==> config.mk <==
export PLATFORM = sky130hd
export DESIGN_NAME = mem_arbiter
export DESIGN_NICKNAME = d
export VERILOG_FILES = /design/src/rtl/mem_arbiter.sv
export SDC_FILE = /design/constraint.sdc
export NUM_CORES = 1
export LEC_CHECK = 0
export CORE_AREA = 2 2 109 111
export DETAILED_ROUTE_END_ITERATION = 16
export DIE_AREA = 0 0 111 113
export PLACE_DENSITY = 0.79
export REMOVE_ABC_BUFFERS = 1
export SYNTH_ARGS = -nofsm -noshare
export SYNTH_HDL_FRONTEND = slang
export SYNTH_SLANG_ARGS = --single-unit
==> constraint.sdc <==
create_clock -name clk -period 2 [get_ports clk]
set_input_delay 0.2 -clock clk [delete_from_list [all_inputs] [get_ports clk]]
set_output_delay 0.2 -clock clk [all_outputs]
set_load 0.01 [all_outputs]
==> src/rtl/mem_arbiter.sv <==
// -----------------------------------------------------------------------------
// mem_arbiter
//
// Owns the single backing-memory port shared by the instruction cache (refill
// reads only) and the data cache (refill reads and write-through single-word
// writes). One transaction is in flight at a time. Reads are BURST_LEN-word
// bursts issued in ascending address order from the line base. Writes are a
// single beat. A requester holds its req until it sees its done pulse, so a
// waiting requester is what stalls its cache toward the core.
//
// Ports
//   clk                 single clock, all state on the rising edge
//   rst                 synchronous reset, active low
//   i_req/i_addr        icache refill request and byte address
//   i_rvalid/i_rdata    icache read beat strobe and data
//   i_done              icache transaction-complete pulse
//   d_req/d_we/d_addr   dcache request, write flag, byte address
//   d_wdata/d_wstrb     dcache write data and byte enables
//   d_rvalid/d_rdata    dcache read beat strobe and data
//   d_done              dcache transaction-complete pulse
//   mem_req/mem_we      memory beat pending and its direction
//   mem_addr            memory beat byte address (word aligned)
//   mem_wdata/mem_wstrb memory write data and byte enables (0000 on reads)
//   mem_rdata/mem_ready memory read data and beat-complete handshake
//   busy                a transaction is in flight
//   owner               0 = icache, 1 = dcache; meaningful while busy
// -----------------------------------------------------------------------------
module mem_arbiter #(
  parameter int DATA_WIDTH = 32,
  parameter int ADDR_WIDTH = 32,
  parameter int BURST_LEN  = 4
) (
  input  logic                  clk,
  input  logic                  rst,

  input  logic                  i_req,
  input  logic [ADDR_WIDTH-1:0] i_addr,
  output logic                  i_rvalid,
  output logic [DATA_WIDTH-1:0] i_rdata,
  output logic                  i_done,

  input  logic                  d_req,
  input  logic                  d_we,
  input  logic [ADDR_WIDTH-1:0] d_addr,
  input  logic [DATA_WIDTH-1:0] d_wdata,
  input  logic [3:0]            d_wstrb,
  output logic                  d_rvalid,
  output logic [DATA_WIDTH-1:0] d_rdata,
  output logic                  d_done,

  output logic                  mem_req,
  output logic                  mem_we,
  output logic [ADDR_WIDTH-1:0] mem_addr,
  output logic [DATA_WIDTH-1:0] mem_wdata,
  output logic [3:0]            mem_wstrb,
  input  logic [DATA_WIDTH-1:0] mem_rdata,
  input  logic                  mem_ready,

  output logic                  busy,
  output logic                  owner
);

  // A one-word burst still needs a one-bit counter; it simply never advances.
  localparam int BEAT_W = (BURST_LEN > 1) ? $clog2(BURST_LEN) : 1;
  localparam logic [BEAT_W-1:0]     LAST_BEAT = BEAT_W'(BURST_LEN - 1);
  // Clears the byte offset inside one burst-sized line.
  localparam logic [ADDR_WIDTH-1:0] LINE_MASK = ~ADDR_WIDTH'(BURST_LEN * 4 - 1);

  localparam logic OWNER_I = 1'b0;
  localparam logic OWNER_D = 1'b1;

  typedef enum logic {
    IDLE   = 1'b0,
    ACTIVE = 1'b1
  } state_t;

  state_t state, state_nxt;

  // Request payload captured at grant; inputs are ignored while ACTIVE.
  logic                  owner_q;
  logic                  last_owner;
  logic                  we_q;
  logic [ADDR_WIDTH-1:0] addr_q;
  logic [DATA_WIDTH-1:0] wdata_q;
  logic [3:0]            wstrb_q;
  logic [BEAT_W-1:0]     beat_q;

  // Per-cycle beat events, decoded in the FSM output block.
  logic                  beat_xfer;   // a beat completes this cycle
  logic                  beat_last;   // that beat ends the transaction

  // Arbitration: a lone requester wins; on a tie the side not granted last
  // wins. Only consulted in IDLE.
  logic any_req;
  logic grant_d;

  assign any_req = i_req | d_req;
  assign grant_d = d_req & (~i_req | (last_owner == OWNER_I));

  assign busy  = (state == ACTIVE);
  assign owner = owner_q;

  // ---------------------------------------------------------------------------
  // State register
  // ---------------------------------------------------------------------------
  // NOTE: sequential state uses non-blocking assignments so every register
  // samples pre-edge values regardless of process ordering.
  always_ff @(posedge clk) begin
    if (!rst) begin
      state <= IDLE;
    end else begin
      state <= state_nxt;
    end
  end

  // ---------------------------------------------------------------------------
  // Next state and outputs
  // ---------------------------------------------------------------------------
  // NOTE: every signal driven here gets a default before the case statement,
  // so no path leaves one unassigned and no latch is inferred.
  always_comb begin
    state_nxt = state;
    mem_req   = 1'b0;
    mem_we    = 1'b0;
    mem_addr  = '0;
    mem_wdata = '0;
    mem_wstrb = 4'b0000;
    beat_xfer = 1'b0;
    beat_last = 1'b0;
    i_rvalid  = 1'b0;
    i_done    = 1'b0;
    d_rvalid  = 1'b0;
    d_done    = 1'b0;
    i_rdata   = '0;
    d_rdata   = '0;

    unique case (state)
      IDLE: begin
        // mem_ready is ignored here: no beat is outstanding.
        if (any_req) begin
          state_nxt = ACTIVE;
        end
      end

      ACTIVE: begin
        mem_req = 1'b1;
        mem_we  = we_q;
        if (we_q) begin
          mem_addr  = {addr_q[ADDR_WIDTH-1:2], 2'b00};
          mem_wdata = wdata_q;
          mem_wstrb = wstrb_q;
        end else begin
          // Line base plus beat index; ascending, no wrap.
          mem_addr = (addr_q & LINE_MASK) | (ADDR_WIDTH'(beat_q) << 2);
        end

        if (mem_ready) begin
          beat_xfer = 1'b1;
          beat_last = we_q || (beat_q == LAST_BEAT);
          if (beat_last) begin
            state_nxt = IDLE;
          end
        end
      end

      default: state_nxt = IDLE;
    endcase

    // Route beat strobes to the owner only; data is qualified by rvalid.
    if (beat_xfer && !we_q) begin
      if (owner_q == OWNER_I) begin
        i_rvalid = 1'b1;
        i_rdata  = mem_rdata;
      end else begin
        d_rvalid = 1'b1;
        d_rdata  = mem_rdata;
      end
    end
    if (beat_last) begin
      if (owner_q == OWNER_I) begin
        i_done = 1'b1;
      end else begin
        d_done = 1'b1;
      end
    end
  end

  // ---------------------------------------------------------------------------
  // Grant capture, beat counter and arbitration history
  // ---------------------------------------------------------------------------
  // NOTE: the captured payload is reset along with the control state. It is
  // invisible outside ACTIVE, but resetting it keeps simulation free of X
  // and makes an abandoned transaction leave nothing behind.
  always_ff @(posedge clk) begin
    if (!rst) begin
      owner_q    <= OWNER_I;
      last_owner <= OWNER_D;    // icache wins the first tie
      we_q       <= 1'b0;
      addr_q     <= '0;
      wdata_q    <= '0;
      wstrb_q    <= 4'b0000;
      beat_q     <= '0;
    end else begin
      unique case (state)
        IDLE: begin
          if (any_req) begin
            owner_q <= grant_d;
            beat_q  <= '0;
            if (grant_d) begin
              we_q    <= d_we;
              addr_q  <= d_addr;
              wdata_q <= d_wdata;
              wstrb_q <= d_wstrb;
            end else begin
              we_q    <= 1'b0;      // icache is always a read burst
              addr_q  <= i_addr;
              wdata_q <= '0;
              wstrb_q <= 4'b0000;
            end
          end
        end

        ACTIVE: begin
          if (beat_xfer) begin
            if (beat_last) begin
              last_owner <= owner_q;
              beat_q     <= '0;
            end else begin
              beat_q <= beat_q + BEAT_W'(1);
            end
          end
        end

        default: ;
      endcase
    end
  end

endmodule

==> flow_metrics.env <==
export IMPL_synth_cell_type_count=29
export IMPL_nFillCells=988
export IMPL_cp_endpoint="d_rdata[23]"
export IMPL_reg2reg_depth=5
export IMPL_place_area_mm2=0.00645
export IMPL_critPathMaxFanout=16
export IMPL_antenna_found_initial=2
export IMPL_slowest_stage="dfxtp_4"
export IMPL_start_kind="flop"
export IMPL_hold_class="in2reg"
export IMPL_clk_pin_slew_ns=0.06
export IMPL_fmax_ghz=0.521
export IMPL_syn_area_mm2=0.00355
export IMPL_globalplace_congestion=0.865
export IMPL_antenna_left=0
export IMPL_synth_most_common_cell="and2_1"
export IMPL_postSynth_asyncResetShare_pct=0
export IMPL_path_cells="nand2_2, nor3_4, buf_4, buf_16, and2_1, dlygate4sd2_1"
export IMPL_ys_warn_count=0
export IMPL_core_area_mm2=0.0113
export IMPL_drive_gt1_share_pct=6.47
export IMPL_period_share_pct=96.0
export IMPL_tns_ns=0
export IMPL_grt_max_degree=51
export IMPL_ir_drop_mv=0.317
export IMPL_power_leakage_nw=3.11
export IMPL_synth_cells=433
export IMPL_slowest_delay_ns=0.39
export IMPL_status="finished clean"
export IMPL_rows=39
export IMPL_ctsHoldBuffers=0
export IMPL_design_area_mm2=0.00678
export IMPL_drt_initial_drc_count=302
export IMPL_worst_ep_required_time_ns=1.80
export IMPL_clk_path_buf_depth=2
export IMPL_drc=0
export IMPL_worstReg2RegStart="busy"
export IMPL_switching_share_pct=24.5
export IMPL_ys_ff_latch=72
export IMPL_cp_depth=6
export IMPL_vias=4197
export IMPL_hold_viol_final=0
export IMPL_synth_top_area_share_pct=40.6
export IMPL_area_delta_synth_final_pct=91.3
export IMPL_wl_per_cell_um=17.4
export IMPL_critPathLaunch="busy"
export IMPL_setup_viol=0
export IMPL_initial_core_util_pct=31.5
export IMPL_io_pins=278
export IMPL_grt_usage_pct=22.2
export IMPL_grt_first_pass_wirelength_um=22100
export IMPL_power_switching_w=0.00100
export IMPL_clock_latency_ns=0.33
export IMPL_fin_crit_ns=1.92
export IMPL_worstHoldStart="i_addr[20]"
export IMPL_yosysSeqAreaShare_pct=40.6
export IMPL_slew_violations=0
export IMPL_worstSetupPathType="reg2out"
export IMPL_fin_skew_ns=0.00662
export IMPL_port_buffers=271
export IMPL_drt_pass1_iterations=4
export IMPL_rsz0062_at_grt="no"
export IMPL_yosysTopAreaCell="dfxtp_1"
export IMPL_clockRootBuffer="clkbuf_16"
export IMPL_intPower_w=0.00309
export IMPL_cts_buffers=9
export IMPL_dp_hpwl_um=10800
export IMPL_drv_cap=0
export IMPL_die_h_um=113
export IMPL_r2r_slack_ns=0.41
export IMPL_critical_path_top_delay_family="buffers and inverters"
export IMPL_end_kind="primary output"
export IMPL_tritoncts="yes"
export IMPL_die_area_mm2=0.0125
export IMPL_synth_area_top_cells="dfxtp_1 (41%), and2_1 (17%), a22o_1 (9.1%), a21oi_1 (8.5%), and3_1 (6.4%)"
export IMPL_path_buf_inv=3
export IMPL_die_x_um=111
export IMPL_htreeDepth=3
export IMPL_syn_area_per_cell_um2=8.19
export IMPL_power_frac_clock_pct=41.7
export IMPL_worstPathArrival_ns=1.72
export IMPL_yosys_top_cells_count="and2_1 (95), dfxtp_1 (72), a21oi_1 (60)"
export IMPL_clock_sinks=72
export IMPL_rr_endpoint="wdata_q[11]"
export IMPL_layout_nets=830
export IMPL_gr_total_overflow=0
export IMPL_synthFlopType="dfxtp_1"
export IMPL_powerDensity_mw_per_mm2=603
export IMPL_routed_via_density=5.00
export IMPL_synth_edf_count=0
export IMPL_pwr_share_comb_pct=20.1
export IMPL_grt_pass1_vias=4228
export IMPL_pwr_share_seq_pct=38.2
export IMPL_wl_um=14600
flip-flops by register name, summed over array words and instances (netlist names):
| signal | flops |
|---|---|
| addr_q | 30 |
| wdata_q | 32 |
| busy | 1 |
| last_owner | 1 |
| wstrb_q | 4 |
| owner | 1 |
| we_q | 1 |
| beat_q | 2 |
final cells by class:
type / count / area (um^2) / area share (%)
clock buffers: 10 / 229 / 3.38
diodes: 2 / 5.00 / 0.0738
multi-input cells: 316 / 1940 / 28.7
repair buffers: 291 / 2890 / 42.6
well taps: 143 / 179 / 2.64
inverters: 1 / 3.75 / 0.0553
flip-flops and latches: 72 / 1450 / 21.4
clock inverters: 5 / 82.6 / 1.22
cell families (layout without fill, tap and decap cells):
family / after synthesis / count (layout) / synth area share (%)
other: 1 / 4 / 0.106
AO/OA/AOI/OAI: 136 / 136 / 23.9
flip-flops: 72 / 72 / 40.6
adder cells (fa/ha/maj): 1 / 1 / 0.353
multiplexers: 2 / 2 / 0.565
AND/OR/NAND/NOR: 175 / 175 / 28.9
buffers and inverters: 46 / 307 / 5.54
worst reg2reg max path, delay by kind of cell (launching register included):
kind,cells,cell delay (ns)
flops,1,0.39
compound gates,2,0.42
buf+inv,2,0.57
simple gates,1,0.15
metrics by stage:
step,hold WS (ns),setup slack [ns],total power [W],util [%],cells
5_1_grt,0.426,0.00936,0.00424,60.2,839
2_1_floorplan,0.287,-1.35,0.00187,-,389
3_5_place_dp,0.451,-0.0999,0.00242,57.2,819
4_1_cts,0.407,0.00726,0.00410,59.9,838
6_report,0.418,0.0804,0.00409,60.2,840
3_3_place_gp,0.448,-0.0559,0.00240,57.2,819
power by group through the flow:
stage,Combinational (W),Sequential (W),Clock (W)
4_1_cts,0.000820,0.00156,0.00172
2_1_floorplan,0.000269,0.00160,0
6_report,0.000823,0.00156,0.00170
3_3_place_gp,0.000815,0.00159,0
3_5_place_dp,0.000834,0.00159,0
5_1_grt,0.000887,0.00157,0.00178
cells in the final DEF, fill, tap and decap left out, drive strengths merged, types with 3 or more instances in the layout:
cell	synthesis	final
a22o	37	37
clkdlybuf4s50	0	203
and3	36	36
and2	95	95
clkinv	0	3
buf	13	20
clkbuf	32	10
o21ai	30	30
dlygate4sd2	0	67
a21oi	60	60
dfxtp	72	72
a21boi	3	3
nand2	32	32
layer usage:
| metal | wire length [um] | part of all wire [%] | up-vias | track usage, % |
|---|---|---|---|---|
| met5 | 0 | 0 | - | 0 |
| met1 | 5650 | 39 | 1949 | 23.7 |
| met3 | 932 | 6.4 | 34 | 4.66 |
| met4 | 619 | 4.2 | 0 | 13.5 |
| li1 | - | - | 2009 | - |
| met2 | 7430 | 51 | 205 | 40.2 |
timing repair:
action                     4_1_cts  5_1_grt
cloned                           1        0
buffers inserted                 3        0
pin swaps                        2        0
setup endpoints to repair      112       39
gates resized for setup         76        6
how the worst min path moves through the flow:
stage / to / slack, ns / cells after the start
6_report: addr_q[20] / 0.42 / 3
5_1_grt: addr_q[23] / 0.43 / 3
4_1_cts: addr_q[27] / 0.41 / 3
3_5_place_dp: wdata_q[28] / 0.45 / 1
3_3_place_gp: wdata_q[7] / 0.45 / 1
2_1_floorplan: last_owner / 0.29 / 1
Power figures use the tool's default switching activity.
